[src/rtl/recip_byte_sequencer_if.sv]
// Byte-side and reciprocal-side signal bundle for recip_byte_sequencer.
// slave is the sequencer's view; master is the view of whatever drives it.
interface recip_byte_sequencer_if;
  logic [7:0]  i_byte;
  logic        i_strobe;
  logic        i_abs;
  logic [23:0] o_operand;
  logic        o_abs;
  logic [23:0] i_result;
  logic        i_sat;
  logic [7:0]  o_byte;
  logic        o_valid;
  logic        i_ready;
  logic        o_busy;
  logic        o_overrun;

  modport slave (
    input  i_byte, i_strobe, i_abs, i_result, i_sat, i_ready,
    output o_operand, o_abs, o_byte, o_valid, o_busy, o_overrun
  );

  modport master (
    output i_byte, i_strobe, i_abs, i_result, i_sat, i_ready,
    input  o_operand, o_abs, o_byte, o_valid, o_busy, o_overrun
  );
endinterface

[src/rtl/recip_byte_sequencer.sv]
// recip_byte_sequencer: gathers a 24-bit operand from three MSB-first bytes,
// lets the combinational reciprocal unit settle for LATENCY edges, captures
// its result, then returns three result bytes plus a status byte under a
// valid/ready handshake.
module recip_byte_sequencer #(
  parameter int unsigned LATENCY = 1
) (
  input  logic                  clk,
  input  logic                  rst_n,
  recip_byte_sequencer_if.slave bus
);

  localparam logic [3:0] LATENCY_COUNT = 4'(LATENCY);

  typedef enum logic [1:0] {
    LOAD   = 2'd0,
    WAIT   = 2'd1,
    UNLOAD = 2'd2
  } state_t;

  state_t      state_reg,   state_next;
  logic [1:0]  index_reg,   index_next;
  logic [3:0]  count_reg,   count_next;
  logic [23:0] operand_reg, operand_next;
  logic        abs_reg,     abs_next;
  logic [31:0] result_reg,  result_next;
  logic        overrun_reg, overrun_next;

  // Result register split into its four output bytes, index 0 first.
  logic [7:0] result_bytes [4];
  for (genvar gi = 0; gi < 4; gi++) begin : g_result_bytes
    assign result_bytes[gi] = result_reg[31 - 8*gi -: 8];
  end

  logic valid;
  assign valid         = (state_reg == UNLOAD);
  assign bus.o_valid   = valid;
  assign bus.o_busy    = (state_reg != LOAD);
  // Held at zero outside UNLOAD so no stale result byte is ever presented.
  assign bus.o_byte    = valid ? result_bytes[index_reg] : 8'h00;
  assign bus.o_operand = operand_reg;
  assign bus.o_abs     = abs_reg;
  assign bus.o_overrun = overrun_reg;

  // State register; every field returns to its idle value on reset.
  always_ff @(posedge clk) begin
    if (!rst_n) begin
      state_reg   <= LOAD;
      index_reg   <= 2'd0;
      count_reg   <= 4'd0;
      operand_reg <= 24'd0;
      abs_reg     <= 1'b0;
      result_reg  <= 32'd0;
      overrun_reg <= 1'b0;
    end else begin
      state_reg   <= state_next;
      index_reg   <= index_next;
      count_reg   <= count_next;
      operand_reg <= operand_next;
      abs_reg     <= abs_next;
      result_reg  <= result_next;
      overrun_reg <= overrun_next;
    end
  end

  // Next-state logic: byte loading, settle countdown, byte unloading.
  always_comb begin
    state_next   = state_reg;
    index_next   = index_reg;
    count_next   = count_reg;
    operand_next = operand_reg;
    abs_next     = abs_reg;
    result_next  = result_reg;
    overrun_next = overrun_reg;

    case (state_reg)
      LOAD: begin
        if (bus.i_strobe) begin
          operand_next = {operand_reg[15:0], bus.i_byte};
          if (index_reg == 2'd0) begin
            abs_next = bus.i_abs;
          end
          if (index_reg == 2'd2) begin
            index_next = 2'd0;
            count_next = LATENCY_COUNT;
            state_next = WAIT;
          end else begin
            index_next = index_reg + 2'd1;
          end
        end
      end

      WAIT: begin
        count_next = count_reg - 4'd1;
        if (bus.i_strobe) begin
          overrun_next = 1'b1;
        end
        // <= rather than == so an out-of-range LATENCY of 0 cannot hang here.
        if (count_reg <= 4'd1) begin
          result_next = {bus.i_result, bus.i_sat, 6'b000000, abs_reg};
          index_next  = 2'd0;
          state_next  = UNLOAD;
        end
      end

      UNLOAD: begin
        // A strobe coinciding with the final handshake still lands here.
        if (bus.i_strobe) begin
          overrun_next = 1'b1;
        end
        if (bus.i_ready) begin
          if (index_reg == 2'd3) begin
            index_next = 2'd0;
            state_next = LOAD;
          end else begin
            index_next = index_reg + 2'd1;
          end
        end
      end

      default: begin
        index_next = 2'd0;
        state_next = LOAD;
      end
    endcase
  end

endmodule

[src/flat_wrapper.sv]
// flat-port wrapper written by rule: the top's interface ports become plain ports
module recip_byte_sequencer_flat 
#(
  parameter int unsigned LATENCY = 1
)
  (clk, rst_n, bus_i_byte, bus_i_strobe, bus_i_abs, bus_i_result, bus_i_sat, bus_i_ready, bus_o_operand, bus_o_abs, bus_o_byte, bus_o_valid, bus_o_busy, bus_o_overrun);
  recip_byte_sequencer_if bus_i ();
  input  logic clk;
  input  logic rst_n;
  input wire logic [$bits(bus_i.i_byte)-1:0] bus_i_byte;
  input wire logic [$bits(bus_i.i_strobe)-1:0] bus_i_strobe;
  input wire logic [$bits(bus_i.i_abs)-1:0] bus_i_abs;
  input wire logic [$bits(bus_i.i_result)-1:0] bus_i_result;
  input wire logic [$bits(bus_i.i_sat)-1:0] bus_i_sat;
  input wire logic [$bits(bus_i.i_ready)-1:0] bus_i_ready;
  output wire logic [$bits(bus_i.o_operand)-1:0] bus_o_operand;
  output wire logic [$bits(bus_i.o_abs)-1:0] bus_o_abs;
  output wire logic [$bits(bus_i.o_byte)-1:0] bus_o_byte;
  output wire logic [$bits(bus_i.o_valid)-1:0] bus_o_valid;
  output wire logic [$bits(bus_i.o_busy)-1:0] bus_o_busy;
  output wire logic [$bits(bus_i.o_overrun)-1:0] bus_o_overrun;
  assign bus_i.i_byte = bus_i_byte;
  assign bus_i.i_strobe = bus_i_strobe;
  assign bus_i.i_abs = bus_i_abs;
  assign bus_i.i_result = bus_i_result;
  assign bus_i.i_sat = bus_i_sat;
  assign bus_i.i_ready = bus_i_ready;
  assign bus_o_operand = bus_i.o_operand;
  assign bus_o_abs = bus_i.o_abs;
  assign bus_o_byte = bus_i.o_byte;
  assign bus_o_valid = bus_i.o_valid;
  assign bus_o_busy = bus_i.o_busy;
  assign bus_o_overrun = bus_i.o_overrun;
  recip_byte_sequencer #(.LATENCY(LATENCY)) u_core (.clk(clk), .rst_n(rst_n), .bus(bus_i));
endmodule
[config.mk]
export PLATFORM = sky130hd
export DESIGN_NAME = recip_byte_sequencer_flat
export DESIGN_NICKNAME = d
export VERILOG_FILES = /design/src/rtl/recip_byte_sequencer_if.sv /design/src/rtl/recip_byte_sequencer.sv /design/src/flat_wrapper.sv
export SDC_FILE = /design/constraint.sdc
export NUM_CORES = 1
export LEC_CHECK = 0
export CORE_MARGIN = 1
export CORE_UTILIZATION = 43
export DETAILED_ROUTE_END_ITERATION = 8
export GPL_TIMING_DRIVEN = 0
export HOLD_SLACK_MARGIN = 0.02
export PLACE_DENSITY = 0.75
export SYNTH_ARGS = -nofsm -noshare
export SYNTH_HDL_FRONTEND = slang
export SYNTH_SLANG_ARGS = --single-unit
[constraint.sdc]
create_clock -name clk -period 2.05 [get_ports clk]
set_clock_uncertainty 0.2 [all_clocks]
set_input_delay 0.205 -clock clk [delete_from_list [all_inputs] [get_ports clk]]
set_output_delay 0.205 -clock clk [all_outputs]
set_load 0.02 [all_outputs]
==> reports/qor.yml <==
clock_network:
  root_buffer: "clkbuf_8"
  numCtsBuffers: 9
  cts_buffer_depth: 2
  path_clk_slew_ps: 60
  cts_tree: "done"
  clk_latency_ps: 340
  ctsHtreeMaxLevel: 3
  cts_sinks: 60
power:
  p_sw_mw: 1.42
  p_seq_frac: 0.371
  ir_drop_mv: 0.546
  p_int_mw: 2.72
  p_leak_nw: 1.43
  switching_share: 0.342
  p_per_area_nw_per_um2: 1090
  pwr-share-clk: 0.260
  pwr-share-comb: 0.370
  power_mw: 4.13
outcome:
  status: "finished clean"
drt:
  avgViaCountPerCell: 5.06
  drcViolationCount: 0
  first_pass_iters: 4
  wirelength_um: 6900
  antenna_left: 0
  drt_iter0_markers: 130
  dr_total_vias: 2536
  post_drt_wl_per_cell_um: 13.8
yosys:
  async_reset_ff_frac: 0
  synth_area_leaders: "dfxtp_1 46%, nand2_1 17%, a21oi_1 11%"
  yosysTopAreaCellShare: 0.458
  ys_top_cells_by_count: "117 x nand2_1, 60 x dfxtp_1, 57 x a21oi_1"
  synth_most_common_cell: "nand2_1"
  seq_area_frac_synth: 0.458
  synth_edf_count: 0
  synth_cells: 328
  netlist_area_um2: 2620
  ys_warn_count: 0
  postSynthAreaPerCell_um2: 7.99
  synthFlopType: "dfxtp_1"
  yosysTopAreaCell: "dfxtp_1"
  synth_seq_cells: 60
  yosysUniqueCellTypes: 37
  syn-num-nets: 376
worst_setup_path:
  path_cells: "buf_8 -> buf_4 -> mux2i_1 -> o22ai_1 -> and2_1 -> clkdlybuf4s15_2"
  cp-end-kind: "output port"
  critical_path_class: "flop to output port"
  slowest_delay_ps: 340
  path_buf_inv: 3
  cp_slowest_cell: "dfxtp_2"
  critPathArrivalTime_ps: 1610
  critPathTopFamily: "buffers and inverters"
  cp-start-kind: "flop"
  path_max_fanout: 6
  cp.required_ps: 1640
floorplanning:
  coreArea_um2: 5890
  die_area_um2: 6410
  die_h_um: 80.1
  num_rows: 28
  fp.dieW_um: 80.1
  ios: 74
  start_util: 0.445
cells_and_area:
  post-route-util: 0.646
  multiInputGateArea_um2: 1340
  drive_above_1_share: 0.167
  final-seq-area_um2: 1210
  fillers: 528
  areaGrowthSynthToFinish_pct: 45.1
  finalInstanceArea_um2: 3800
  fin_cells: 501
  fin_nets: 469
  antenna_cells: 0
  largest_register_ffs: 26
place:
  dp_hpwl_um: 4790
  portBuffers: 73
  dp_cells: 476
  place_area_um2: 3450
  place_worst_setup_slack_ps: -460
  routabilityCongestion: 0.889
timing:
  rsz0062_at_grt: "false"
  tightest_slew_ps: 552
  hold_violations: 0
  layout_setup_ws_ps: 38.5
  clock.fmax_mhz: 497
  setup_viol: 0
  setup_tns_ps: 0
  timing.hold.ws_ps: 212
  slew_viol_final: 0
  period_minus_slack_ps: 2010
  fin_crit_sh: 0.981
  max_slew_margin: 0.632
global_route:
  grt_pass1_wl_um: 11000
  grt_pass1_vias: 2410
  globalRouteTotalUtil: 0.231
  antenna_found_initial: 0
  grt_max_degree: 11
  overflow: 0
flow_run:
  drv_cap: 0
min_path:
  hold_class: "input pin to flop"
area by class of cell:
class,count,area share
clock inverter,4,0.0125
buffer,21,0.0382
sequential,60,0.318
clock buffer,12,0.0408
multi-input combinational,237,0.353
timing repair buffer,82,0.203
inverter,10,0.00987
tap,75,0.0247
cell families (layout without fill, tap and decap cells):
kind of cell,count (synthesis),in the layout,share of synthesized area
AOI/OAI and AO/OA,73,73,0.153
buffers and inverters,31,129,0.0573
and+or+nand+nor,143,143,0.232
DFF,60,60,0.458
muxes,11,11,0.0520
adders and majority gates,10,10,0.0477
what timing repair did:
| action | in CTS | in global routing |
|---|---|---|
| hold buffers | 0 | 0 |
| pin swaps | 1 | 0 |
| endpoints found under the hold margin | 0 | 0 |
| setup buffers | 6 | 3 |
| gates cloned | 0 | 0 |
| gates resized for setup | 50 | 29 |
| endpoints found under the setup margin | 37 | 53 |
metal layers:
| metal | wire (um) | track usage |
|---|---|---|
| met1 | 2960 | 0.260 |
| met2 | 3180 | 0.378 |
| met3 | 521 | 0.0716 |
| met4 | 236 | 0.143 |
| met5 | 0 | 0 |
cells in the final DEF (no fill, tap or decap), types with 3 or more instances in the layout:
master	instances
dfxtp_2	3
nand2_1	117
clkbuf_8	11
dfxtp_1	56
ha_1	7
a21oi_1	57
clkdlybuf4s50_1	63
buf_2	5
o22ai_1	3
clkbuf_2	9
clkbuf_1	7
buf_4	11
buf_8	4
and2_1	8
nor2_1	3
inv_1	8
mux2i_1	5
worst paths after layout:
| kind | startpoint | to | slack, ps | depth (start not counted) |
|---|---|---|---|---|
| setup / recovery | u_core.index_reg[0] | bus_o_byte[4] | 40 | 6 |
| hold / removal | bus_i_result[9] | u_core.result_bytes[17] | 210 | 3 |
| setup reg to reg | u_core.state_reg[1] | u_core.result_bytes[29] | 80 | 8 |
| hold reg to reg | u_core.result_bytes[16] | u_core.result_bytes[16] | 250 | 2 |
power groups by stage:
stage	logic [mW]	registers [mW]	clock network [mW]
after detailed placement	1.30	1.53	0
after global routing	1.67	1.55	1.14
after global placement	1.27	1.52	0
after CTS	1.43	1.52	1.09
final	1.53	1.53	1.07
after floorplan	0.833	1.55	0
worst min-delay path, cell delays in order:
cell and delay [ps]:
clkdlybuf4s50_1 400, nand2_1 50, a21oi_1 50
Power figures use the tool's default switching activity.
